==> config.mk <==
export PLATFORM = sky130hd
export DESIGN_NAME = ppt_pulse_controller
export DESIGN_NICKNAME = d
export VERILOG_FILES = /design/src/rtl/ppt_pulse_controller.sv
export SDC_FILE = /design/constraint.sdc
export NUM_CORES = 1
export LEC_CHECK = 0
export ABC_AREA = 1
export BUFFER_PORTS_ARGS = -buffer_cell sky130_fd_sc_hd__buf_2
export CAP_MARGIN = 20
export CORE_ASPECT_RATIO = 0.75
export CORE_UTILIZATION = 60
export DETAILED_ROUTE_END_ITERATION = 8
export GPL_ROUTABILITY_DRIVEN = 0
export HOLD_SLACK_MARGIN = 0.08
export PLACE_DENSITY_LB_ADDON = 0.15
export SYNTH_ARGS = -nofsm -noshare
export SYNTH_HDL_FRONTEND = slang
export SYNTH_SLANG_ARGS = --single-unit
==> constraint.sdc <==
create_clock -name clk -period 4.3 [get_ports clk]
set_input_delay 0.215 -clock clk [delete_from_list [all_inputs] [get_ports clk]]
set_output_delay 0.215 -clock clk [all_outputs]
set_load 0.005 [all_outputs]
==> src/rtl/ppt_pulse_controller.sv <==
// PPT firing pulse-train engine: count pulses of programmable width/period on a
// 2^E divided time base, with progress/completion status back to the register map.
module ppt_pulse_controller #(
    parameter int PRESC_W = 32
) (
    input  logic        clk,
    input  logic        rst,
    input  logic [4:0]  clk_div,
    input  logic [15:0] period,
    input  logic [15:0] width,
    input  logic [15:0] count,
    input  logic        run_ppt,
    output logic        pulse_out,
    output logic [15:0] count_done,
    output logic        done,
    output logic        busy
);

    // state  | meaning
    // S_IDLE | waiting for run_ppt; status from last run stays visible
    // S_RUN  | firing train in progress on the shadowed configuration
    // S_DONE | all periods fired; parked until run_ppt drops
    typedef enum logic [1:0] {S_IDLE, S_RUN, S_DONE} state_t;

    localparam logic [5:0] EXP_MAX = 6'(PRESC_W);

    state_t              r_state;
    logic [PRESC_W-1:0]  r_presc;
    logic [15:0]         r_tick_cnt;
    logic [15:0]         r_period;
    logic [15:0]         r_width;
    logic [15:0]         r_count;
    logic [5:0]          r_exp;
    logic                r_pulse;
    logic [15:0]         r_count_done;
    logic                r_done;
    logic                r_busy;

    logic [5:0]          w_exp_raw;
    logic [5:0]          w_exp;
    logic [PRESC_W-1:0]  w_presc_max;
    logic                w_tick;
    logic                w_period_end;
    logic [15:0]         w_tick_next;
    logic [15:0]         w_cd_inc;
    logic                w_last;

    always_comb begin
        w_exp_raw = {1'b0, clk_div} + 6'd1;
        w_exp     = (w_exp_raw > EXP_MAX) ? EXP_MAX : w_exp_raw;
        for (int i = 0; i < PRESC_W; i++) begin
            w_presc_max[i] = (i < int'(r_exp));
        end
        w_tick       = (r_presc == w_presc_max);
        w_period_end = w_tick && (r_tick_cnt == r_period - 16'd1);
        w_tick_next  = r_tick_cnt;
        if (w_tick) begin
            w_tick_next = w_period_end ? 16'd0 : r_tick_cnt + 16'd1;
        end
        w_cd_inc = r_count_done + 16'd1;
        w_last   = w_period_end && (w_cd_inc == r_count);
    end

    always_ff @(posedge clk) begin
        if (rst) begin
            r_state      <= S_IDLE;
            r_presc      <= '0;
            r_tick_cnt   <= '0;
            r_period     <= 16'd1;
            r_width      <= '0;
            r_count      <= '0;
            r_exp        <= 6'd1;
            r_pulse      <= 1'b0;
            r_count_done <= '0;
            r_done       <= 1'b0;
            r_busy       <= 1'b0;
        end else begin
            case (r_state)
                S_IDLE: begin
                    r_pulse <= 1'b0;
                    r_busy  <= 1'b0;
                    if (run_ppt) begin
                        r_period     <= (period == 16'd0) ? 16'd1 : period;
                        r_width      <= width;
                        r_count      <= count;
                        r_exp        <= w_exp;
                        r_count_done <= '0;
                        r_presc      <= '0;
                        r_tick_cnt   <= '0;
                        if (count == 16'd0) begin
                            r_state <= S_DONE;
                            r_done  <= 1'b1;
                        end else begin
                            r_state <= S_RUN;
                            r_done  <= 1'b0;
                            r_busy  <= 1'b1;
                            r_pulse <= (width != 16'd0);
                        end
                    end
                end
                S_RUN: begin
                    if (!run_ppt) begin
                        r_state <= S_IDLE;
                        r_pulse <= 1'b0;
                        r_busy  <= 1'b0;
                    end else begin
                        r_presc    <= w_tick ? '0 : r_presc + {{(PRESC_W-1){1'b0}}, 1'b1};
                        r_tick_cnt <= w_tick_next;
                        if (w_period_end) begin
                            r_count_done <= w_cd_inc;
                        end
                        if (w_last) begin
                            r_state <= S_DONE;
                            r_done  <= 1'b1;
                            r_busy  <= 1'b0;
                            r_pulse <= 1'b0;
                        end else begin
                            // pulse follows the tick count it will hold next cycle
                            r_pulse <= (w_tick_next < r_width);
                        end
                    end
                end
                S_DONE: begin
                    r_pulse <= 1'b0;
                    r_busy  <= 1'b0;
                    if (!run_ppt) begin
                        r_state <= S_IDLE;
                    end
                end
                default: r_state <= S_IDLE;
            endcase
        end
    end

    assign pulse_out  = r_pulse;
    assign count_done = r_count_done;
    assign done       = r_done;
    assign busy       = r_busy;

endmodule

==> results of run 1 <==
-- cells in the mapped netlist (all sizes together) (2+ instances only) --
cell type / instances / area [um2]
or2: 5 / 31.28
ha: 24 / 300.3
xnor2: 6 / 52.55
nand3b: 3 / 22.52
a31oi: 5 / 31.28
o21ai: 75 / 375.4
and3: 4 / 25.02
dfxtp: 123 / 2462
a211oi: 19 / 142.6
xor2: 39 / 341.6
o221ai: 2 / 17.52
clkbuf: 40 / 150.1
o211a: 3 / 30.03
nand2: 349 / 1355
nor3b: 2 / 15.01
o2111ai: 2 / 17.52
nand4: 22 / 137.6
buf: 5 / 40.04
a21oi: 120 / 608.1
o21bai: 3 / 22.52
nand3: 87 / 435.4
nor4: 18 / 112.6
nor3: 22 / 110.1
o21a: 4 / 30.03
nor2: 130 / 559.3
inv: 140 / 525.5
o211ai: 7 / 52.55
and2: 2 / 12.52
a211o: 2 / 17.52
-- final cells by class --
type                       instances  area [um2]  area share
multi-input combinational        958        4886      0.5273
clock buffer                      21       440.4     0.04753
sequential                       123        2462      0.2657
clock inverter                    10       97.59     0.01053
inverter                         140       525.5     0.05671
tap                              171       214.0     0.02309
timing repair buffer             101       640.6     0.06913
-- flip-flops by register name, indices dropped and copies added (netlist names) --
signal / cells
r_period: 16
r_presc: 32
r_width: 16
r_count: 16
done: 1
r_exp: 6
r_tick_cnt: 16
pulse_out: 1
busy: 1
count_done: 16
r_state: 2
-- worst reg2reg max path, delay by kind of cell (launching register included) --
| kind | cells | cell delay [ns] |
|---|---|---|
| DFF | 1 | 0.40 |
| AOI/OAI and AO/OA | 4 | 0.63 |
| buffers and inverters | 2 | 0.22 |
| adders and majority gates | 1 | 0.30 |
| and+or+nand+nor | 20 | 2.27 |
-- layout by cell type (no fill, tap or decap), types with 5 or more instances in the layout --
cell	n
inv_1	136
nand3_1	87
nor4_1	18
nor2_1	120
a211oi_1	19
a31oi_1	5
nand4_1	22
clkbuf_16	17
nor2_4	7
dlygate4sd3_1	19
nand2_2	10
or2_2	5
xnor2_1	6
clkinvlp_4	6
buf_2	74
a21oi_1	118
o21ai_1	5
dfxtp_1	123
nand2_1	336
o21ai_0	70
ha_1	24
nor3_1	22
xor2_1	39
o211ai_1	7
buf_4	7
-- through the flow --
| stage | area [um2] | setup slack, ns | utilization | power, uW | hold slack (ns) |
|---|---|---|---|---|---|
| floorplan | 8059 | 1.143 | - | 2725 | 0.3305 |
| global placement | 8511 | 0.5766 | 0.6515 | 3119 | 0.4408 |
| detailed placement | 8538 | 0.5174 | 0.6536 | 3153 | 0.4453 |
| CTS | 9266 | 0.4753 | 0.7094 | 4501 | 0.08224 |
| global route | 9266 | 0.01520 | 0.7094 | 4835 | 0.09871 |
| finish | 9266 | 0.4061 | 0.7094 | 4530 | 0.09093 |
-- logic make-up (layout without fill, tap and decap cells) --
family                     Yosys count  count (layout)  share of synthesized area
buffers and inverters              185             272                    0.08881
adders and majority gates           24              24                    0.03726
AOI/OAI and AO/OA                  244             244                     0.1691
and+or+nand+nor                    645             645                     0.3504
xor gates and xnor gates            45              45                    0.04891
DFF                                123             123                     0.3055
-- power by group --
group / internal (uW) / total (uW) / switching, uW
registers: 1330 / 1500 / 172
logic: 575 / 1700 / 1130
clock network: 789 / 1330 / 537
-- per-layer routing --
layer / share of wire / vias up / track usage
met4: 0.017 / 0 / 0.1072
met3: 0.083 / 35 / 0.06399
met2: 0.42 / 343 / 0.5012
met1: 0.48 / 3787 / 0.4837
li1: - / 4324 / -
met5: 0 / - / 0
-- repair_timing --
action	CTS	global route
hold buffers	19	0
hold endpoints to repair	19	0
setup buffers	0	0
-- worst paths after layout --
kind                                              start  slack, ns  depth (start not counted)                  endpoint
worst max register to register    r_exp[5]$_SDFFE_PP0P_       0.41                         27    pulse_out$_SDFFE_PP0P_
worst min-delay path                          period[5]       0.09                          3  r_period[5]$_SDFFE_PP0P_
worst max-delay path              r_exp[5]$_SDFFE_PP0P_       0.41                         27    pulse_out$_SDFFE_PP0P_
worst min register to register  r_count[3]$_SDFFE_PP0P_       0.46                          2   r_count[3]$_SDFFE_PP0P_
==> impl_metrics.csv, run 1 <==
group,metric,value,unit
yosys,synth-seq-area-share,0.3055,
clocking,numCtsBuffers,17,
sta,worst_pin_slew,0.9583,ns
outcome,status,"finished, final reports clean",
routing,final_antenna_net_count,0,
global_routing,grt_pass1_wl,36580,um
setup_path,cp_top_family,"simple AND/OR/NAND/NOR gates",
setup_path,max_stage_delay,0.40,ns
global_routing,track_usage,0.3357,
placed_design,dp_hpwl,15900,um
routing,drc,0,
sta,drv_slew,0,
routing,dr.pass1.iters,6,
setup_path,endpoint_kind,"flop",
setup_path,crit_fanout,15,
cells_and_area,fill_cells,1139,
sta,skew,0.008383,ns
floorplanning,pin_count,75,
sta,min_period,3.894,ns
yosys,ys.flop_type,"dfxtp_1",
clocking,cts.reportedPaths.clkPinSlew,0.06,ns
sta,max-slew-margin-rel,0.3611,
global_routing,antenna_found_initial,0,
sta,grt_setup_unrepaired,"false",
clocking,cts-htree-levels,4,
setup_path,worstSetupStartpointType,"flop",
power_and_ir_drop,ir_worst_vdd,0.3819,mV
floorplanning,core-area,13060,um2
yosys,ys_seq_elements,123,
run,drv_cap,0,
setup_path,path_common_cell,"nand2_1",
routing,drt-initial-drc-count,941,
routing,wl_per_cell,14.66,um
setup_path,cp.arrival,4.24,ns
cells_and_area,drive_above_1_share,0.1064,
setup_path,worstSetupPathType,"flop to flop",
placed_design,dp.cells,1474,
floorplanning,die_h,102.4,um
clocking,clock_sinks,123,
cells_and_area,finalNonFillerCells,1524,
yosys,syn_avg_cell_area,6.366,um2
sta,hold_viol_final,0,
sta,tns,0,ns
yosys,yosysWarnings,0,
yosys,mappedNetlistNets,1346,
global_routing,first_global_vias,7623,
floorplanning,initial_utilization,0.6170,
yosys,synthesis.instances,1266,
yosys,yosysUniqueCellTypes,43,
clocking,clk_path_buf_depth,2,
power_and_ir_drop,p_leak,0.004013,uW
yosys,synth_enable_flop_cells,0,
power_and_ir_drop,p_per_area,488.8,nW/um2
floorplanning,rows,36,
sta,setup_viol,0,
clocking,post_cts_resized,0,
yosys,synthesis.area,8059,um2
cells_and_area,finalNetCount,1421,
sta,fin_crit_sh,0.9056,
routing,drt_wl_total,22340,um
floorplanning,die_width,135.8,um
global_routing,overflow,0,
clocking,clkLatencyLatePin,0.43,ns
setup_path,crit_buf_inv,2,
yosys,async_flop_share,0,
sta,fmax,256.8,MHz
setup_path,required,4.64,ns
min_path,min_path_type,"input port to flop",
setup_path,cp_slowest_cell,"dfxtp_1",
global_routing,grt_max_degree,87,
clocking,cts_root_buf,"clkbuf_16",
routing,vias,8489,
routing,vias_per_cell,5.570,
cells_and_area,syn_to_final_growth,14.98,%
floorplanning,die_area,13900,um2
placed_design,io_buffers,74,
cells_and_area,num_antenna_cells,0,
clocking,cts_tree,"yes",
Note: power is estimated with default switching activity, not from simulation.
==> run 2: changes to the inputs <==
--- a/config.mk
+++ b/config.mk
@@ -9,7 +9,7 @@
 export BUFFER_PORTS_ARGS = -buffer_cell sky130_fd_sc_hd__buf_2
 export CAP_MARGIN = 20
 export CORE_ASPECT_RATIO = 0.75
-export CORE_UTILIZATION = 60
+export CORE_UTILIZATION = 40
 export DETAILED_ROUTE_END_ITERATION = 8
 export GPL_ROUTABILITY_DRIVEN = 0
 export HOLD_SLACK_MARGIN = 0.08
==> run 2 against run 1 <==
Compared with the run above:
- critical endpoint unchanged
- the run now ends with design-rule violations left
- first-iteration DRC count down 22%
- worst hold slack is essentially flat
- utilization is 23 points lower
- count of clock-buffer cells in the layout is 3 lower
- critical path type unchanged
==> impl_metrics.csv, run 2 (same netlist as run 1, synthesis figures left out) <==
group,metric,value,unit
power_and_ir_drop,internal_power,2709,uW
floorplanning,pin_count,75,
floorplanning,rows,44,
power_and_ir_drop,seqPwrFrac,0.329,
setup_path,regToRegStartpoint,"r_exp[5]$_SDFFE_PP0P_",
routing,wl_per_cell,14.05,um
min_path,whs_path_depth,3,
global_routing,grt_max_degree,87,
run,drv_cap,0,
setup_path,required,4.65,ns
min_path,min_path_type,"input port to flop",
power_and_ir_drop,ir_worst_vdd,0.3689,mV
floorplanning,die_area,20730,um2
clocking,clock_sinks,123,
min_path,whs_endpoint,"r_width[10]$_SDFFE_PP0P_",
placed_design,dp.cells,1555,
setup_path,reg2regPathDepth,27,
sta,skew,0.01424,ns
placed_design,dp_hpwl,16520,um
sta,drv_slew,0,
floorplanning,core-area,19540,um2
cells_and_area,finalNetCount,1421,
floorplanning,initial_utilization,0.4124,
cells_and_area,fill_cells,2041,
floorplanning,die_h,124.9,um
setup_path,worstSetupPathType,"flop to flop",
global_routing,grt_pass1_wl,38570,um
sta,setup_viol,0,
global_routing,first_global_vias,7678,
power_and_ir_drop,p_per_area,485.5,nW/um2
routing,drt-initial-drc-count,731,
clocking,post_cts_resized,0,
cells_and_area,final_cell_mix,"nand2_1, inv_1, dfxtp_1",
setup_path,endpoint_kind,"flop",
routing,dr.pass1.iters,7,
setup_path,reg2reg_to,"pulse_out$_SDFFE_PP0P_",
global_routing,overflow,0,
setup_path,worstSetupStartpointType,"flop",
sta,fmax,261.5,MHz
clocking,cts-htree-levels,4,
outcome,status,"finished, violations left",
cells_and_area,num_antenna_cells,0,
sta,max-slew-margin-rel,0.3560,
power_and_ir_drop,p_leak,0.004037,uW
power_and_ir_drop,switching_share,0.4064,
placed_design,io_buffers,74,
routing,final_antenna_net_count,0,
setup_path,cp.arrival,4.17,ns
power_and_ir_drop,p_comb_frac,0.366,
placed_design,place_area,8618,um2
power_and_ir_drop,p_sw,1854,uW
clocking,cts.reportedPaths.clkPinSlew,0.06,ns
cells_and_area,final_common_cell,"nand2_1",
global_routing,antenna_found_initial,0,
cells_and_area,finalNonFillerCells,1607,
cells_and_area,drive_above_1_share,0.1093,
setup_path,r2r_setup_slack,0.48,ns
sta,min_period,3.823,ns
routing,vias_per_cell,5.133,
clocking,clk_path_buf_depth,2,
routing,drc,8,
cells_and_area,design_area,9400,um2
outcome,violations,"design-rule violations",
cells_and_area,syn_to_final_growth,16.64,%
sta,worst_pin_slew,0.9660,ns
clocking,clkLatencyLatePin,0.43,ns
power_and_ir_drop,power,4563,uW
floorplanning,die_width,165.9,um
cells_and_area,largest_reg_flops,32,
global_routing,track_usage,0.2282,
power_and_ir_drop,clkPwrFrac,0.305,
sta,hold_viol_final,0,
routing,vias,8248,
sta,tns,0,ns
cells_and_area,regMostFlops,"r_presc",
clocking,cts_root_buf,"clkbuf_16",
min_path,min_from,"width[10]",
sta,grt_setup_unrepaired,"false",
setup_path,crit_fanout,15,
clocking,numCtsBuffers,17,
clocking,cts_tree,"yes",
routing,drt_wl_total,22590,um
sta,fin_crit_sh,0.8892,
==> run 2: worst max path at each step <==
| stage | from | end | slack [ns] | cells after the start |
|---|---|---|---|---|
| 5_1_grt | r_exp[5]$_SDFFE_PP0P_ | pulse_out$_SDFFE_PP0P_ | 0.04 | 27 |
| 2_1_floorplan | r_exp[5]$_SDFFE_PP0P_ | pulse_out$_SDFFE_PP0P_ | 1.14 | 28 |
| 4_1_cts | r_exp[5]$_SDFFE_PP0P_ | pulse_out$_SDFFE_PP0P_ | 0.48 | 27 |
| 6_report | r_exp[5]$_SDFFE_PP0P_ | pulse_out$_SDFFE_PP0P_ | 0.48 | 27 |
| 3_3_place_gp | r_exp[2]$_SDFFE_PP0P_ | pulse_out$_SDFFE_PP0P_ | 0.57 | 27 |
| 3_5_place_dp | r_exp[5]$_SDFFE_PP0P_ | pulse_out$_SDFFE_PP0P_ | 0.49 | 27 |
==> run 2: metrics by stage <==
step,setup slack [ns],util,hold slack (ns)
after global routing,0.04314,0.4810,0.1027
after CTS,0.4773,0.4796,0.08124
final,0.4766,0.4810,0.09105
after floorplan,1.143,-,0.3305
after detailed placement,0.4864,0.4410,0.4586
after global placement,0.5670,0.4410,0.4517
==> run 2: final cells by class <==
type / instances / area [um2] / area share
clock inverters: 14 / 135.1 / 0.01438
well taps: 253 / 316.6 / 0.03367
clock buffers: 18 / 429.2 / 0.04565
flip-flops and latches: 123 / 2462 / 0.2619
inverters: 140 / 525.5 / 0.05590
multi-input cells: 958 / 4891 / 0.5203
repair buffers: 101 / 640.6 / 0.06815
==> run 2: what timing repair did <==
item,4_1_cts,5_1_grt
hold buffers,19,0
setup buffers,0,0
hold endpoints to repair,19,0
==> run 2: per-layer routing <==
| layer | routed length, um | track usage | vias to the layer above |
|---|---|---|---|
| met2 | 9203 | 0.3351 | 160 |
| met1 | 12270 | 0.3418 | 3745 |
| met5 | 0 | 0 | - |
| li1 | - | - | 4330 |
| met3 | 960 | 0.04163 | 13 |
| met4 | 157 | 0.05168 | 0 |
==> run 2: power groups by stage <==
| stage | Sequential (uW) | Combinational [uW] | Clock, uW |
|---|---|---|---|
| global placement | 1520 | 1640 | 0 |
| global route | 1530 | 1930 | 1470 |
| finish | 1500 | 1670 | 1390 |
| detailed placement | 1520 | 1650 | 0 |
| CTS | 1500 | 1670 | 1410 |
| floorplan | 1480 | 1250 | 0 |
==> run 2: worst max-delay path, cell delays in order (launching register included) <==
cell and delay (ns):
dfxtp_1 0.41, nor2_4 0.35, nand2_2 0.19, inv_2 0.14
nand2_1 0.06, nand2_1 0.06, nand2_1 0.04, nor2_1 0.10
nand2_1 0.06, nor2_1 0.13, nand2_2 0.13, nor2_8 0.21
nand2_4 0.07, nor2_4 0.14, nand2_4 0.08, inv_1 0.07
nand3_1 0.06, and3_1 0.20, ha_1 0.29, a21oi_1 0.15
nor2_1 0.06, a211oi_1 0.21, o221ai_1 0.14, nor2_1 0.11
nand2_1 0.06, nand2_1 0.05, nand2_1 0.04, a21oi_1 0.11
